File: src/rtl/firebird7_in_gate1_tessent_capture_pkg.sv
// Shared constants, scan-register field layout and helpers for the gate1 IJTAG capture TDR.
package firebird7_in_gate1_tessent_capture_pkg;

  localparam int unsigned DATA_W = 19;
  localparam int unsigned CNT_W  = 4;
  localparam int unsigned SR_W   = DATA_W + CNT_W;

  localparam logic [CNT_W-1:0] CNT_MAX = '1;

  localparam int unsigned DATA_LSB = 0;
  localparam int unsigned CNT_LSB  = DATA_W;
  localparam int unsigned CLR_BIT  = SR_W - 1;

  typedef enum logic [1:0] {
    OP_HOLD,
    OP_CAPTURE,
    OP_SHIFT
  } op_e;

  function automatic logic [CNT_W-1:0] sat_inc(input logic [CNT_W-1:0] c);
    return (c == CNT_MAX) ? c : c + 1'b1;
  endfunction

endpackage

File: src/rtl/firebird7_in_gate1_tessent_sync2.sv
// Parameterized-width two-flop synchronizer with asynchronous active-high reset to zero.
module firebird7_in_gate1_tessent_sync2 #(
  parameter int unsigned W = 1
) (
  input  logic         clk,
  input  logic         rst,
  input  logic [W-1:0] d,
  output logic [W-1:0] q
);

  logic [W-1:0] stage1_q, stage1_d;
  logic [W-1:0] stage2_q, stage2_d;

  always_comb begin
    stage1_d = d;
    stage2_d = stage1_q;
  end

  always_ff @(posedge clk or posedge rst) begin
    if (rst) begin
      stage1_q <= '0;
      stage2_q <= '0;
    end else begin
      stage1_q <= stage1_d;
      stage2_q <= stage2_d;
    end
  end

  assign q = stage2_q;

endmodule

File: src/rtl/firebird7_in_gate1_tessent_data_capture_w19.sv
// IJTAG capture TDR: snapshots a 19-bit bus plus a saturating capture count onto a 23-bit scan chain.
// Define FIREBIRD7_IN_CAPTURE_SYNC_EN to insert a 2-flop synchronizer on the observed bus.
module firebird7_in_gate1_tessent_data_capture_w19
  import firebird7_in_gate1_tessent_capture_pkg::*;
(
  input  logic              ijtag_tck,
  input  logic              ijtag_reset,
  input  logic              ijtag_sel,
  input  logic              ijtag_ce,
  input  logic              ijtag_se,
  input  logic              ijtag_ue,
  input  logic              ijtag_si,
  input  logic [DATA_W-1:0] functional_data_in,
  output logic              ijtag_so,
  output logic [CNT_W-1:0]  capture_count
);

  logic [SR_W-1:0]   sr_q, sr_d;
  logic [CNT_W-1:0]  cnt_q, cnt_d;
  logic [DATA_W-1:0] data_s;
  op_e               op;
  logic              upd_clr;

`ifdef FIREBIRD7_IN_CAPTURE_SYNC_EN
  firebird7_in_gate1_tessent_sync2 #(
    .W(DATA_W)
  ) u_sync (
    .clk(ijtag_tck),
    .rst(ijtag_reset),
    .d  (functional_data_in),
    .q  (data_s)
  );
`else
  always_comb data_s = functional_data_in;
`endif

  // Capture dominates; update looks at the pre-shift clear bit even when shifting.
  always_comb begin
    op = OP_HOLD;
    if (ijtag_sel) begin
      if (ijtag_ce)      op = OP_CAPTURE;
      else if (ijtag_se) op = OP_SHIFT;
    end
    upd_clr = ijtag_sel & ~ijtag_ce & ijtag_ue & sr_q[CLR_BIT];
  end

  always_comb begin
    sr_d  = sr_q;
    cnt_d = cnt_q;
    unique case (op)
      OP_CAPTURE: begin
        sr_d[DATA_LSB +: DATA_W] = data_s;
        sr_d[CNT_LSB +: CNT_W]   = cnt_q;
        cnt_d                    = sat_inc(cnt_q);
      end
      OP_SHIFT: sr_d = {ijtag_si, sr_q[SR_W-1:1]};
      default: ;
    endcase
    if (upd_clr) cnt_d = '0;
  end

  always_ff @(posedge ijtag_tck or posedge ijtag_reset) begin
    if (ijtag_reset) begin
      sr_q  <= '0;
      cnt_q <= '0;
    end else begin
      sr_q  <= sr_d;
      cnt_q <= cnt_d;
    end
  end

  assign ijtag_so      = sr_q[0];
  assign capture_count = cnt_q;

endmodule

File: config.mk
export PLATFORM = sky130hd
export DESIGN_NAME = firebird7_in_gate1_tessent_data_capture_w19
export DESIGN_NICKNAME = d
export VERILOG_FILES = /design/src/rtl/firebird7_in_gate1_tessent_capture_pkg.sv /design/src/rtl/firebird7_in_gate1_tessent_sync2.sv /design/src/rtl/firebird7_in_gate1_tessent_data_capture_w19.sv
export SDC_FILE = /design/constraint.sdc
export NUM_CORES = 1
export LEC_CHECK = 0
export CORE_MARGIN = 2
export CORE_UTILIZATION = 52
export DETAILED_ROUTE_END_ITERATION = 7
export GPL_TIMING_DRIVEN = 1
export PLACE_DENSITY = 0.92
export SETUP_SLACK_MARGIN = 0.4
export SLEW_MARGIN = 0
export SYNTH_ARGS = -nofsm -noshare
export SYNTH_HDL_FRONTEND = slang
export SYNTH_SLANG_ARGS = --single-unit
File: constraint.sdc
create_clock -name ijtag_tck -period 2.3 [get_ports ijtag_tck]
set_input_delay 0.46 -clock ijtag_tck [delete_from_list [all_inputs] [get_ports ijtag_tck]]
set_output_delay 0.46 -clock ijtag_tck [all_outputs]
set_load 0.02 [all_outputs]
* After elaboration in Yosys (flattened, before gate mapping)
Cells that the tools add are included.
** Word-level totals
- Flip-flop bits (word level) :: 27
- Logic and storage cells :: 21
- Output and inout port bits :: 5
** Cells by class
- Eq/ne operators :: 4
- $add $sub $neg :: 1
- Reductions and logical operators :: 3
- Muxes and demuxes :: 7
- Bitwise operators :: 4
** Operator list (count)
- 23-bit one-hot mux with 2 select lines :: 1
- 4-bit 2-to-1 mux :: 3
- 2-bit 2-to-1 mux :: 3
- 4-bit by 1-bit adder with 4-bit output (second input constant) :: 1
- 4-bit equality test (second input constant) :: 1
- 2-bit nonzero test :: 2
- 1-bit AND :: 3
- 2-bit by 1-bit equality test with 1-bit output (second input constant) :: 1
- 2-bit equality test (second input constant) :: 1
- 2-bit != test (second input constant) :: 1
- 2-bit AND reduction :: 1
- 1-bit inverter :: 1

* Logic depth before layout (Yosys ltp)
Gate-level depths: netlist of run 1.
- Depth in word-level cells :: 6
- Gate-level depth with buffers :: 5
- Mapped depth without buffers :: 4

* Least setup slack after synthesis of run 1
OpenSTA, ideal clock, no wires.
- Kind :: register to register
- From :: register cnt_q[0], in the netlist capture_count[0]
- To :: register cnt_q[0], in the netlist capture_count[0]
- Library setup time :: 0.077 ns
- Clock period less this slack :: 1.395 ns
- Path slack :: 0.905 ns
- Path buffers :: 0
- Arrival :: 1.318 ns
- Cell stages (with the launch flop) :: 5
- Path through :: dfrtp_1 > ha_1 > and3_1 > or3_1 > a21oi_1
** Between the ends
- Word-level cells in the longest chain between the ends :: 4
- Elaborated cells on any way between the ends :: 7
- Classes of those cells :: add/sub: 1; eq/ne: 2; mux: 3; reduce/logical: 1
** RTL lines
- start: declaration :: line firebird7_in_gate1_tessent_data_capture_w19.sv:19 : logic [CNT_W-1:0] cnt_q, cnt_d;
- start signal: assignment :: line firebird7_in_gate1_tessent_data_capture_w19.sv:68 : cnt_q <= cnt_d;
- 4-bit by 1-bit adder with 4-bit output :: line firebird7_in_gate1_tessent_capture_pkg.sv:21 : return (c == CNT_MAX) ? c : c + 1'b1;
- 4-bit 2-to-1 mux :: line firebird7_in_gate1_tessent_capture_pkg.sv:21
- 4-bit 2-to-1 mux :: line firebird7_in_gate1_tessent_data_capture_w19.sv:50 : unique case (op)
- 4-bit 2-to-1 mux :: line firebird7_in_gate1_tessent_data_capture_w19.sv:59 : if (upd_clr) cnt_d = '0;
Parallel ways exist; a longest one is shown, timed or not. The select of a mux whose other input is x is not followed.
A chain may end at the register's enable or synchronous reset.

* Worst setup path in the final report of run 1
- From :: register cnt_q[2], in the netlist capture_count[2]
- To :: output capture_count[2]
** RTL lines
- end: declaration :: line firebird7_in_gate1_tessent_data_capture_w19.sv:15 : output logic [CNT_W-1:0] capture_count
No word-level cell between the ends.

==> results of run 1 <==
-- cell usage after synthesis --
library cell,instances,area [sq um]
a21oi_1,4,20.0
a221o_1,1,10.0
a22oi_1,16,120
a22oi_2,6,75.1
a31oi_1,1,6.26
and2_2,1,7.51
and3_1,1,6.26
and3_2,1,7.51
and3b_1,1,8.76
and4b_1,2,20.0
and4b_2,1,11.3
buf_2,2,10.0
buf_4,2,15.0
buf_6,4,45.0
dfrtp_1,27,676
ha_1,1,12.5
inv_1,2,7.51
nand2_1,46,173
nand3_1,1,5.00
nor2b_1,1,6.26
nor3_1,1,5.00
o211ai_1,1,7.51
o21ai_0,2,10.0
o21ai_1,1,5.00
or3_1,1,6.26
-- cell usage in the layout, fill, tap and decap left out, types with 2 or more instances in the layout --
cell              n
nand2_1          46
dfrtp_1          27
clkdlybuf4s50_1  27
a22oi_1          16
a22oi_2           6
a21oi_1           4
buf_4             4
clkbuf_4          3
o21ai_0           2
inv_1             2
and4b_1           2
dlygate4sd2_1     2
-- sequential cells by signal (all words and copies together) (netlist names) --
name           flops
capture_count      4
sr_q              23
-- per-stage QoR --
step / setup slack (ns) / util (%) / instance area (sq um) / hold WS, ns
2_1_floorplan: 0.905 / - / 1280 / 0.447
3_3_place_gp: 0.496 / 69.9 / 1590 / 0.458
3_5_place_dp: 0.467 / 69.9 / 1590 / 0.464
4_1_cts: 0.439 / 71.1 / 1620 / 0.475
5_1_grt: 0.414 / 71.2 / 1620 / 0.492
6_report: 0.477 / 71.2 / 1620 / 0.468
-- cell families (layout without fill, tap and decap cells) --
group | count (synthesis) | after routing
and+or+nand+nor | 57 | 57
buffers and inverters | 10 | 41
AOI/OAI and AO/OA | 32 | 32
adders and majority gates | 1 | 1
DFF | 27 | 27
-- per-layer routing --
layer  up-vias  share of wire [%]  track usage [%]
met5         -                  0                0
met4         0               0.34             2.56
met1       485                 47             28.5
li1        509                  -                -
met2        30                 47             34.4
met3         2                5.9             5.83
-- final timing paths --
check	slack (ns)	from	depth (start not counted)	endpoint
worst min register to register	0.50	sr_q[14]	2	sr_q[14]
worst max register to register	0.84	capture_count[0]	4	capture_count[0]
max in group asynchronous	1.58	ijtag_reset	3	sr_q[22]
worst min-delay path	0.47	ijtag_reset	3	sr_q[17]
min in group ijtag_tck	0.50	sr_q[14]	2	sr_q[14]
worst max-delay path	0.48	capture_count[2]	1	capture_count[2]
-- cell type report --
type	count	area, sq um
sequential	27	676
fill	180	654
multi-input combinational	90	523
timing repair buffer	35	350
tap	28	35.0
clock buffer	3	22.5
clock inverter	1	7.51
inverter	2	7.51
-- power by group through the flow --
stage | combinational [mW] | sequential, mW | clock, mW
after global placement | 0.328 | 0.667 | 0
final | 0.326 | 0.668 | 0.205
after detailed placement | 0.340 | 0.674 | 0
after global routing | 0.360 | 0.683 | 0.236
after CTS | 0.332 | 0.665 | 0.214
after floorplan | 0.155 | 0.691 | 0
==> results.md, run 1 <==
- Clock power share: between 10% and 20%
- Worst Skew: between 0.01 and 0.015 ns
- Sw power: slightly below 0.4 mW
- Synth Area in Simple Gates: about a fifth
- Fin Setup TNS: 0 ns
- Synth Area in XOR/XNOR: 0%
- Slew of the pin with the lowest slew margin: 0.330 ns
- Routability Congestion: between 0.7 and 0.8
- Final non-filler cell total: between 150 and 200
- Startpoint types: register
- Drt pass-1 iters: 4
- Dpl hpwl: 1840 um
- Initial DRC count: 14
- Fin. Hold Viols: 0
- Min-delay worst type: primary input to asynchronous set/reset pin
- Post-Place Cells: around 180
- Register share of total power: a little under three fifths
- Distinct cells, synth: 25
- Synthesized area: around 1300 sq um
- Clock sinks: 27
- Crit Path Class: register to output pin
- Final ANT Viol Nets: 0
- H-tree depth: 1
- Mux share of post-synthesis cell area: 0%
- RSZ-0062 raised after global routing: no
- Pins Over Slew Limit: 0
- Post-CTS resize count: 2
- Average size of a mapped cell: 10.0 sq um
- Ys Warns: 0
- Root Buffer Master: clkbuf_4
- IO Count: 31
- Core area: around 2300 sq um
- Vias per Instance: approximately 5.5
- Static Leak: slightly below 0.8 nW
- Total wire length: 2650 um
- MaxCap Viol Count: 0
- GRT Util Overall: 20.9%
- I/O Buffers: 30
- Peak supply drop: about 0.55 mV
- CP cell instances: clkdlybuf4s50_1
- CP Capture Type: output pin
- Combinational fraction of design power: a little over a quarter
- WP buf/inv: 1
- Clk pin slew, worst setup/hold paths: 0.15 ns
- Largest net degree at the start of global routing: 28
- Tot Pwr: 1.20 mW
- Pwr Density: about 740 nW/um^2
- Final period util: about four fifths
- # DRC: 0
- Switching share of power: between 30% and 40%
- Crit path DAT: around 1.4 ns
- Clock Path Buffers: 2
- CTS tree: done
- Total gr overflow: 0
- Largest family of logic cells by synthesized area: simple AND/OR/NAND/NOR gates
- Initial antenna violation count: 0
- Post-synthesis sequential area ratio: ~53%
- Adder-Cell Fraction of Synth Area: 0.980%
- Required time of the critical path: ~1.8 ns
- Area Overhead vs Synth: 27.1%
- Initial Util: a little under three fifths
- Hold Buf Count CTS: 0
- Cells after synthesis: 127
- Compound-gate portion of the synthesized area: between 10% and 20%
- Post-route minimum period: 1.82 ns
- Slowest stage cell, crit path: clkdlybuf4s50_1
- Via count: slightly above 1000
- Rel. slew slack: about 78%
- Global-route wire length before repair: between 4000 and 5000 um
- Die Wd: between 50 and 60 um
- Crit path max-delay family: buffers and inverters
- Status: complete, no violations
- Share of cells above drive strength 1: 11.4%
- Max incr delay on CP: approximately 0.62 ns
- Yosys reg bits: 27
- CTS buffer count: 3
- # rows: 17
- Diodes inserted: 0
- Internal power: around 0.80 mW
- Die Y: 53.5 um
- Mapped Nets: 154
- WL/cell: between 10 and 15 um
- Setup bufs post-CTS: 0
- Net count, final: 186
- Die area: roughly 2900 sq um
- Clock latency on the worst-skew pair: 0.33 ns
- Vias in the first global route: approximately 960
- Crit path max fanout: 5
- Final Setup Violations: 0
- Max Clock Freq: 549 MHz
(Power assumes the default switching activity.)
==> run 2: changes to the inputs <==
Settings changed: CORE_UTILIZATION 52 to 43, PLACE_DENSITY 0.92 to 0.83.
Clock period 2.3 ns to 1.66 ns, I/O delays scaled along.
==> run 2 against run 1 <==
Setup slack worse by 0.17 ns. Sequential power is 37% higher. Combinational power grew 97%. Die area is 19% higher. Global-route usage fell by 1.6 points. Count of clock-buffer cells in the layout is the same. Cell count is 7.0% higher. Clock skew increased by 0.0017 ns. Via count is 7.5% higher. Register-to-register slack worse by 0.53 ns. Largest cell class unchanged. Largest power group unchanged.
==> results.md, run 2 (synthesis gave the netlist of run 1 again) <==
- Status: complete, no violations (unchanged)
- GRT Util Overall: 19.3% (was 20.9%)
- Via count: 1103 (was 1026)
- # DRC: 0 (unchanged)
- Root Buffer Master: clkbuf_4 (unchanged)
- Crit path DAT: 1.56 ns (was 1.36 ns)
- IO Count: 31 (unchanged)
- Largest register FFs: 23 (unchanged)
- Final non-filler cell total: 199 (was 186)
- CTS buffer count: 3 (unchanged)
- Worst r2r src: capture_count[1] (was capture_count[0])
- Met2 usage: 32.9% (was 34.4%)
- Peak supply drop: 0.875 mV (was 0.553 mV)
- Initial DRC count: 33 (was 14)
- Crit Path Class: register to register (was register to output pin)
- Total gr overflow: 0 (unchanged)
- Total wire length: 3060 um (was 2650 um)
- Met3 Track Usage GR: 3.08% (was 5.83%)
- Tot Pwr: 1.83 mW (was 1.20 mW)
- Worst Skew: 0.0121 ns (was 0.0104 ns)
- Drt pass-1 iters: 4 (unchanged)
- Critical Path Start: capture_count[1] (was capture_count[2])
- Slew of the pin with the lowest slew margin: 0.321 ns (was 0.330 ns)
- Final core occ: 63.3% (was 71.2%)
- Clock Path Buffers: 2 (unchanged)
- Max Clock Freq: between 700 and 800 MHz
- Dpl hpwl: 2100 um (was 1840 um)
- Final ANT Viol Nets: 0 (unchanged)
- Net count, final: 196 (was 186)
- Vias in the first global route: 1096 (was 964)
- Reg2reg path depth: 5 (was 4)
- Vias per Instance: 5.54 (was 5.52)
- I/O Buffers: 30 (unchanged)
- Pins Over Slew Limit: 0 (unchanged)
- CTS tree: done (unchanged)
- GR Layer Usage met1: 25.5% (was 28.5%)
- MaxCap Viol Count: 0 (unchanged)
- Min-delay worst type: primary input to asynchronous set/reset pin (unchanged)
- Clk pin slew, worst setup/hold paths: 0.15 ns (about the same)
- WL/cell: 15.4 um (was 14.2 um)
- Initial antenna violation count: 0 (unchanged)
- Crit Reg-Reg Endpoint: capture_count[3] (was capture_count[0])
- Startpoint types: register (unchanged)
- Clock latency on the worst-skew pair: 0.32 ns (was 0.33 ns)
- Routability Congestion: 0.724 (was 0.734)
- Global-route wire length before repair: 5030 um (was 4300 um)
- Most flop-heavy register: sr_q (unchanged)
- Area Overhead vs Synth: 38.0% (was 27.1%)
- # rows: 19 (was 17)
- H-tree depth: 1 (unchanged)
- Most frequent cells in the layout: 46 x nand2_1, 25 x dfrtp_1, 23 x clkdlybuf4s50_1 (was 46 x nand2_1, 27 x dfrtp_1, 27 x clkdlybuf4s50_1)
- Pwr Density: 1040 nW/um^2 (was 739 nW/um^2)
- Die area: 3420 sq um (was 2870 sq um)
- Clock sinks: 27 (unchanged)
- Final Setup Violations: 0 (unchanged)
- CP Capture Type: register (was output pin)
- Final period util: between 80% and 90%
- Die Y: 58.5 um (was 53.5 um)
- Static Leak: 0.842 nW (was 0.782 nW)
- Die Wd: 58.5 um (was 53.5 um)
- Layout filler cell count: 238 (was 180)
- Reg2reg setup slack: 0.31 ns (was 0.84 ns)
- Initial Util: 45.9% (was 56.1%)
- RSZ-0062 raised after global routing: yes (was no)
- Share of cells above drive strength 1: 25.6% (was 11.4%)
- Crit path max fanout: 4 (was 5)
- Commonest non-fill, non-tap cell in the layout: nand2_1 (unchanged)
- Largest net degree at the start of global routing: 28 (unchanged)
- Core area: 2780 sq um (was 2280 sq um)
- Busiest layer in global routing: met2 (unchanged)
- Fin. Hold Viols: 0 (unchanged)
- Diodes inserted: 0 (unchanged)
- Fin Setup TNS: 0 ns (unchanged)
- Required time of the critical path: 1.87 ns (was 1.84 ns)
- WHS: 0.341 ns (was 0.468 ns)
- Post-route minimum period: 1.35 ns
- Post-Place Cells: 186 (was 182)
- Rel. slew slack: 78.4% (was 78.0%)
[run 2: worst max path at each step]
stage                       end  slack (ns)  cells past startpoint
3_3_place_gp            sr_q[3]        0.04                      5
6_report       capture_count[3]        0.31                      5
4_1_cts        capture_count[0]        0.33                      4
5_1_grt        capture_count[3]        0.29                      5
3_5_place_dp            sr_q[3]       -0.03                      5
2_1_floorplan  capture_count[0]        0.37                      4
[run 2: repair_timing]
action                                 4_1_cts  5_1_grt
hold buffers                                 0        0
setup endpoints to repair                   30        6
pin swaps                                    2        3
endpoints found under the hold margin        0        0
setup buffers                                8        1
resized for setup                           27        6
[run 2: power breakdown]
part	switching (mW)	internal (mW)
combinational	0.309	0.334
clock	0.186	0.0901
sequential	0.114	0.798
total	0.609	1.22
[run 2: metal layers]
layer	wire [um]	part of all wire [%]
met5	0	0
met4	14	0.46
met3	175	5.7
met2	1640	53
met1	1240	40
[run 2: through the flow]
stage,worst slack (ns),cell area (sq um)
finish,0.308,1760
floorplan,0.373,1300
detailed placement,-0.0267,1660
CTS,0.325,1730
global route,0.288,1760
global placement,0.0450,1660
[run 2: final cells by class]
cell class,count,area (sq um),share of cell area (%)
clock buffer,3,22.5,1.28
tap,31,38.8,2.20
clock inverter,1,5.00,0.284
sequential,27,678,38.5
timing repair buffer,45,447,25.4
multi-input combinational,90,563,32.0
inverter,2,7.51,0.426
[run 2: critical path, stage by stage (launching register included)]
cell and delay [ns]:
dfrtp_2 0.48, ha_4 0.18, buf_4 0.13, and4b_1 0.27, a21oi_2 0.06, nor2b_2 0.15
